### src/rtl/decode_queue.sv
// decode_queue: multi-lane RV32I decode stage feeding a circular instruction queue.
//
// Ports:
//   clock, reset (sync, active-high), flush   - control
//   in_valid/in_line/in_pc/in_ready           - LANES-wide fetch side
//   out_valid/out_ready/out_pc                - issue handshake, one record per cycle
//   instr_type, branch_type, branch_unsigned,
//   load_type, load_unsigned, rs1, rs2, rd,
//   imm                                       - decoded head record
//   count                                     - current occupancy
module decode_queue #(
    parameter int LANES = 2,
    parameter int DEPTH = 8,
    parameter int CW    = $clog2(DEPTH) + 1
) (
    input  logic                  clock,
    input  logic                  reset,
    input  logic                  flush,
    input  logic [LANES-1:0]      in_valid,
    input  logic [32*LANES-1:0]   in_line,
    input  logic [32*LANES-1:0]   in_pc,
    output logic                  in_ready,
    output logic                  out_valid,
    input  logic                  out_ready,
    output logic [31:0]           out_pc,
    output logic [12:0]           instr_type,
    output logic [1:0]            branch_type,
    output logic                  branch_unsigned,
    output logic [2:0]            load_type,
    output logic                  load_unsigned,
    output logic [4:0]            rs1,
    output logic [4:0]            rs2,
    output logic [4:0]            rd,
    output logic [31:0]           imm,
    output logic [CW-1:0]         count
);

    localparam int AW = $clog2(DEPTH);

    typedef struct packed {
        logic [31:0] pc;
        logic [12:0] itype;
        logic [1:0]  bt;
        logic        bu;
        logic [2:0]  lt;
        logic        lu;
        logic [4:0]  rs1;
        logic [4:0]  rs2;
        logic [4:0]  rd;
        logic [31:0] imm;
    } rec_t;

    function automatic rec_t decode(input logic [31:0] w, input logic [31:0] pc);
        rec_t        r;
        logic [12:0] t;
        logic [2:0]  f3;
        logic [6:0]  f7;
        logic        ill;
        f3       = w[14:12];
        f7       = w[31:25];
        r        = '0;
        r.pc     = pc;
        r.rs1    = w[19:15];
        r.rs2    = w[24:20];
        r.rd     = w[11:7];
        r.bt     = {f3[2], f3[0]};
        r.bu     = f3[2] & f3[1];
        r.lu     = f3[2];
        unique case (f3[1:0])
            2'd0:    r.lt = 3'b001;
            2'd1:    r.lt = 3'b010;
            2'd2:    r.lt = 3'b100;
            default: r.lt = 3'b000;
        endcase
        t = '0;
        unique case (w[6:0])
            7'h33:   t[0]  = (f7 == 7'h00) || (f7 == 7'h20);
            7'h13:   t[1]  = 1'b1;
            7'h6F:   t[2]  = 1'b1;
            7'h67:   t[3]  = 1'b1;
            7'h63:   t[4]  = (f3 != 3'd2) && (f3 != 3'd3);
            7'h03:   t[5]  = (f3 != 3'd3) && (f3 < 3'd6);
            7'h23:   t[6]  = (f3 <= 3'd2);
            7'h37:   t[10] = 1'b1;
            7'h17:   t[11] = 1'b1;
            default: t     = '0;
        endcase
        // Any class bit surviving its funct checks makes the word legal.
        ill   = ~|{t[11:10], t[6:0]};
        t[7]  = (t[0] && (f7 == 7'h20)) || t[4];
        t[8]  = ~(t[6] | t[4] | ill | (r.rd == 5'd0));
        t[9]  = t[0] | t[4] | t[6];
        t[12] = ill;
        r.itype = t;
        unique case (1'b1)
            t[1] | t[3] | t[5]: r.imm = {{20{w[31]}}, w[31:20]};
            t[6]:  r.imm = {{20{w[31]}}, w[31:25], w[11:7]};
            t[4]:  r.imm = {{19{w[31]}}, w[31], w[7], w[30:25], w[11:8], 1'b0};
            t[2]:  r.imm = {{11{w[31]}}, w[31], w[19:12], w[20], w[30:21], 1'b0};
            t[10] | t[11]: r.imm = {w[31:12], 12'h000};
            default: r.imm = '0;
        endcase
        return r;
    endfunction

    rec_t            mem_q [DEPTH];
    rec_t            dec   [LANES];
    rec_t            head;
    logic [AW-1:0]   wr_ptr_q, wr_ptr_d;
    logic [AW-1:0]   rd_ptr_q, rd_ptr_d;
    logic [CW-1:0]   count_q, count_d;
    logic [CW-1:0]   n_acc;
    logic            run;
    logic            do_push;
    logic            do_pop;

    always_comb begin
        for (int i = 0; i < LANES; i++) begin
            dec[i] = decode(in_line[32*i +: 32], in_pc[32*i +: 32]);
        end
    end

    // Only the unbroken run of valid lanes starting at lane 0 is taken.
    always_comb begin
        n_acc = '0;
        run   = 1'b1;
        for (int i = 0; i < LANES; i++) begin
            run = run & in_valid[i];
            if (run) n_acc = n_acc + CW'(1);
        end
    end

    assign in_ready  = count_q <= CW'(DEPTH - LANES);
    assign out_valid = count_q != '0;
    assign do_push   = in_ready && !flush;
    assign do_pop    = out_valid && out_ready && !flush;

    always_comb begin
        count_d  = count_q;
        wr_ptr_d = wr_ptr_q;
        rd_ptr_d = rd_ptr_q;
        if (do_push) begin
            count_d  = count_d + n_acc;
            wr_ptr_d = wr_ptr_q + AW'(n_acc);
        end
        if (do_pop) begin
            count_d  = count_d - CW'(1);
            rd_ptr_d = rd_ptr_q + AW'(1);
        end
    end

    always_ff @(posedge clock) begin
        if (reset || flush) begin
            count_q  <= '0;
            wr_ptr_q <= '0;
            rd_ptr_q <= '0;
        end else begin
            count_q  <= count_d;
            wr_ptr_q <= wr_ptr_d;
            rd_ptr_q <= rd_ptr_d;
        end
    end

    // Storage is deliberately left uncleared by reset.
    always_ff @(posedge clock) begin
        if (!reset && do_push) begin
            for (int i = 0; i < LANES; i++) begin
                if (CW'(i) < n_acc) mem_q[wr_ptr_q + AW'(i)] <= dec[i];
            end
        end
    end

    assign head            = mem_q[rd_ptr_q];
    assign out_pc          = head.pc;
    assign instr_type      = head.itype;
    assign branch_type     = head.bt;
    assign branch_unsigned = head.bu;
    assign load_type       = head.lt;
    assign load_unsigned   = head.lu;
    assign rs1             = head.rs1;
    assign rs2             = head.rs2;
    assign rd              = head.rd;
    assign imm             = head.imm;
    assign count           = count_q;

endmodule

### config.mk
export PLATFORM = sky130hd
export DESIGN_NAME = decode_queue
export DESIGN_NICKNAME = d
export VERILOG_FILES = /design/src/rtl/decode_queue.sv
export SDC_FILE = /design/constraint.sdc
export NUM_CORES = 2
export LEC_CHECK = 0
export BUFFER_PORTS_ARGS = -buffer_cell sky130_fd_sc_hd__buf_2
export CORE_MARGIN = 2
export CORE_UTILIZATION = 55
export DETAILED_ROUTE_END_ITERATION = 8
export GPL_TIMING_DRIVEN = 0
export PLACE_DENSITY = 0.76
export RECOVER_POWER = 100
export SYNTH_ARGS = -nofsm -noshare
export SYNTH_HDL_FRONTEND = slang
export SYNTH_SLANG_ARGS = --single-unit
### constraint.sdc
create_clock -name clock -period 11.4 [get_ports clock]
set_input_delay 2.28 -clock clock [delete_from_list [all_inputs] [get_ports clock]]
set_output_delay 2.28 -clock clock [all_outputs]
set_load 0.01 [all_outputs]
======== Word-level counts from Yosys, hierarchy flattened ========
Memories as Yosys holds them, arrays and structs flattened. A register that Yosys moved wholly into a read port is not among the register bits.
Cells that the tools add are included.
operators by class
  equal/unequal tests ..................... 28
  reductions and logical operators ........ 28
  magnitude comparators ................... 7
  muxes and demuxes ....................... 34
  bitwise operators ....................... 21
  $add $sub $neg .......................... 6
operator list
  cell                 count
  $pmux 32 s5          2
  $eq 7x6->1 const B   8
  $eq 7x7->1 const B   6
  $eq 7x5->1 const B   4
  $mux 1               25
  $pmux 3 s3           2
  $reduce_or 9->1      2
  $or 1x1->1           16
  $eq 7x2->1 const B   2
  $logic_not 7->1      2
  $mux 4               3
  $ne 3x2->1 const B   4
  $logic_and 1x1->1    10
  $logic_not 5->1      2
  $lt 1x4->1 const A   2
  $add 3x1->3 const B  2
  $le 3x2->1 const B   2
  $lt 3x3->1 const B   2
  $mux 3               2
  $logic_or 1x1->1     5
  $add 4x1->4 const B  1
  $add 4x4->4          1
  $eq 2x1->1 const B   2
  $eq 2x2->1 const B   2
  8 further kinds      15
storage, ports and cells
  memories kept ........................... 1
  memory bits (writable) .................. 792
  word-level logic and storage cells ...... 128
  input bits .............................. 134
  output and inout port bits .............. 105
  bits in registers ....................... 10
memories
  name   words  width  rd ports  clocked after memory_dff  write ports  RTL line  RTL
  mem_q  8      99     1         1                         2            106       rec_t mem_q [DEPTH];

======== Depth between registers and ports, before layout ========
  depth after elaboration ................. 8
  mapped depth ............................ 10
  gate-level depth less buffers ........... 9

======== Least setup slack after synthesis ========
OpenSTA, ideal clock, no wires.
  path kind ............................... in2reg
  start ................................... input flush
  end ..................................... memory mem_q[1][0] (netlist name) (enable)
  library setup time ...................... 0.700 ns
  stages .................................. 4
  required time ........................... 10.700 ns
  path slack .............................. 0.699 ns
  arrival time ............................ 10.002 ns
  cells stage by stage .................... clkbuf_1 -> nor2_1 -> nand4_1 -> o31ai_1
RTL lines
  item         RTL line  RTL
  from (decl)  18        input logic flush,
  to (decl)    106

==> flow_summary_export.csv <==
group,metric,value,unit
pwr,p_leak,17.0,nW
floorplanning,io_pins,239,
floorplanning,die_h,277,um
synthesis,synth_fa_ha_area_frac,0.00281,
clock_tree,clock_path_buffers,3,
cells_and_area,layout_common_cells,"nand2_1 (1365), edfxtp_1 (784), clkbuf_1 (317)",
cells_and_area,layout_commonest_cell,"nand2_1",
clock_tree,cts_hold_buf,0,
critical_path,worst_setup_path_end_kind,"register",
sta,hold_viol,0,
sta,worst_hold_slack,0.530,ns
grt,grt_pass1_wl,202,mm
placement,hpwlAfterDp,94.4,mm
route,firstDrtPassIters,7,
route,drc,0,
synthesis,synth.largest_area_cell,"edfxtp_1",
route,routed_wl,140,mm
sta,setup_viol_count_final,0,
clock_tree,htreeDepth,3,
sta,finClkSkew,0.0180,ns
clock_tree,cts_setup_buffers,0,
sta,worst_slew_pin_slew,3.81,ns
grt,grt_antenna_before_repair,12,
clock_tree,cts_tree,"built",
cells_and_area,syn2layout_area_growth,11.2,%
synthesis,synth.mux.area_fraction,0.154,
sta,slew_viol_final,480,
route,vias_per_cell,6.67,
pwr,p_per_area,138,nW/um^2
cells_and_area,drive_gt1_frac,0.161,
sta,rsz0062_at_grt,"no",
synthesis,async_flop_share,0,
synthesis,synth_compound_area_frac,0.0699,
synthesis,yosys.area_share.simple,0.148,
synthesis,syn_nets,3628,
min_path,hp-class,"register to register",
floorplanning,core_area,74100,um^2
route,ant_nets,0,
run_status,outcome,"finished, violations left",
synthesis,synth_top_family_by_area,"multiplexers",
synthesis,ys_dominant_reg_cell,"edfxtp_1",
synthesis,syn_avg_cell_area,11.8,um^2
sta,tns,0,ns
grt,grt-ovfl-total,0,
placement,globalplace.congestion,0.988,
sta,maxSlewHeadroom,-1.56,
floorplanning,row_count,100,
grt,grt_pass1_vias,31169,
run,maxCapViolCount,25,
pwr,peakVddDrop,0.138,mV
synthesis,ys_warn_count,0,
placement,placedInstanceArea,43900,um^2
synthesis,synth_top_area_share,0.575,
synthesis,synth_cells,3486,
critical_path,arrival,9.21,ns
placement,port_buffers,137,
synthesis,synth-edff-count,784,
sta,fmax,111,MHz
sta,fin_crit,8.97,ns
grt,grt_util_all_layers,0.361,
synthesis,synth-seq-cells,797,
clock_tree,cts-root-buf,"clkbuf_16",
clock_tree,clock_latency,0.66,ns
synthesis,synth-xor-area-share,0.00165,
clock_tree,numCtsBuffers,86,
route,drtIter0Drc,5129,
critical_path,cp_max_fo,20,
pwr,total_power,6.31,mW
run_status,violations,"max-capacitance violations, max-slew violations",
synthesis,synth.area.top_cells,"edfxtp_1 (57%), nand2_1 (13%), mux4_2 (11%)",
sta,period_share,0.787,
sta,fin_ws,2.43,ns
synthesis,yosysUniqueCellTypes,81,
critical_path,worst_setup_path_start_kind,"input port",
critical_path,required,11.64,ns
clock_tree,path_clk_slew,0.06,ns
synthesis,seq_area_frac_synth,0.581,
floorplanning,start_util,0.553,
floorplanning,dieArea,76700,um^2
cells_and_area,finalInstanceArea,45500,um^2
route,routedWlPerCell,29.3,um
floorplanning,die_w,277,um
placement,post-place-ws,5.54,ns
clock_tree,cts_sinks,797,
synthesis,syn_area,41000,um^2
critical_path,criticalPathCategory,"input port to register",
route,vias,32014,
cells_and_area,fin_nets,3897,
clock_tree,ctsResizeCount,0,
grt,grt_max_degree,25,
area by class of cell:
class | instances | area [um^2]
well taps | 969 | 1210
inverters | 11 | 42.5
flip-flops and latches | 797 | 23800
plain buffers | 352 | 1590
fillers | 5783 | 28500
clock inverters | 44 | 323
diodes | 11 | 27.5
repair buffers | 181 | 827
multi-input cells | 2326 | 15400
clock buffers | 107 | 2310
cells in the mapped netlist (4+ instances only):
master and instances:
a211oi_1 5, a21oi_1 39, a21oi_2 7, a22oi_1 113, a32oi_1 46, a32oi_2 4
and2_1 4, and4b_1 5, buf_1 24, buf_2 155, buf_4 39, buf_6 5
clkbuf_1 126, dfxtp_1 13, edfxtp_1 784, ha_1 6, inv_1 10, mux2_2 104
mux2i_1 69, mux4_2 196, nand2_1 1365, nand2b_1 7, nand3_1 23, nand3b_1 6
nand4_1 10, nor2_1 46, nor2b_1 5, nor3_1 6, nor3b_1 4, o21ai_0 126
o21ai_1 7, o22ai_1 49, o31ai_1 5, or4_1 4
flip-flops by register name, indices dropped and copies added, names as in the netlist, named ones only:
name      cells
count         4
mem_q       784
rd_ptr_q      3
wr_ptr_q      3
layer usage:
layer / vias up / wire [um] / GRT usage
met5: - / 39 / 0
met4: 6 / 8810 / 0.195
li1: 13187 / - / -
met2: 2915 / 64300 / 0.563
met3: 637 / 22000 / 0.121
met1: 15269 / 45300 / 0.448
worst max-delay path: stages:
cell and delay (ns):
clkbuf_1 0.17, and4bb_1 0.34, clkbuf_1 0.33, nand4_1 0.60, clkbuf_1 0.68, clkbuf_1 0.56
o21ai_0 1.49, clkbuf_1 1.35, clkbuf_1 1.36
final timing paths:
check / startpoint / end / slack (ns) / cells past startpoint
max: in_valid[0] / mem_q[7][32] / 2.43 / 9
min: rd_ptr_q[2] / rd_ptr_q[2] / 0.53 / 2
max reg2reg: wr_ptr_q[0] / mem_q[7][32] / 3.59 / 8
min reg2reg: rd_ptr_q[2] / rd_ptr_q[2] / 0.53 / 2
logic make-up (layout without fill, tap and decap cells):
| logic type | count (synthesis) | in the layout |
|---|---|---|
| simple gates | 1516 | 1516 |
| flops | 797 | 797 |
| other cells | 0 | 11 |
| xor+xnor | 6 | 6 |
| mux | 371 | 371 |
| buf+inv | 363 | 695 |
| fa+ha+maj | 8 | 8 |
| compound gates | 425 | 425 |
through the flow:
stage | cells | utilization
global placement | 4592 | 0.579
floorplan | 3486 | -
global route | 4791 | 0.614
CTS | 4787 | 0.628
finish | 4798 | 0.615
detailed placement | 4636 | 0.592
report_power, final:
group,leakage [nW],switching (mW),internal [mW]
Clock,1.29,1.19,1.52
Combinational,8.44,0.242,0.118
Sequential,7.25,0.00656,3.23
Total,17.0,1.43,4.87
Power figures use the tool's default switching activity.
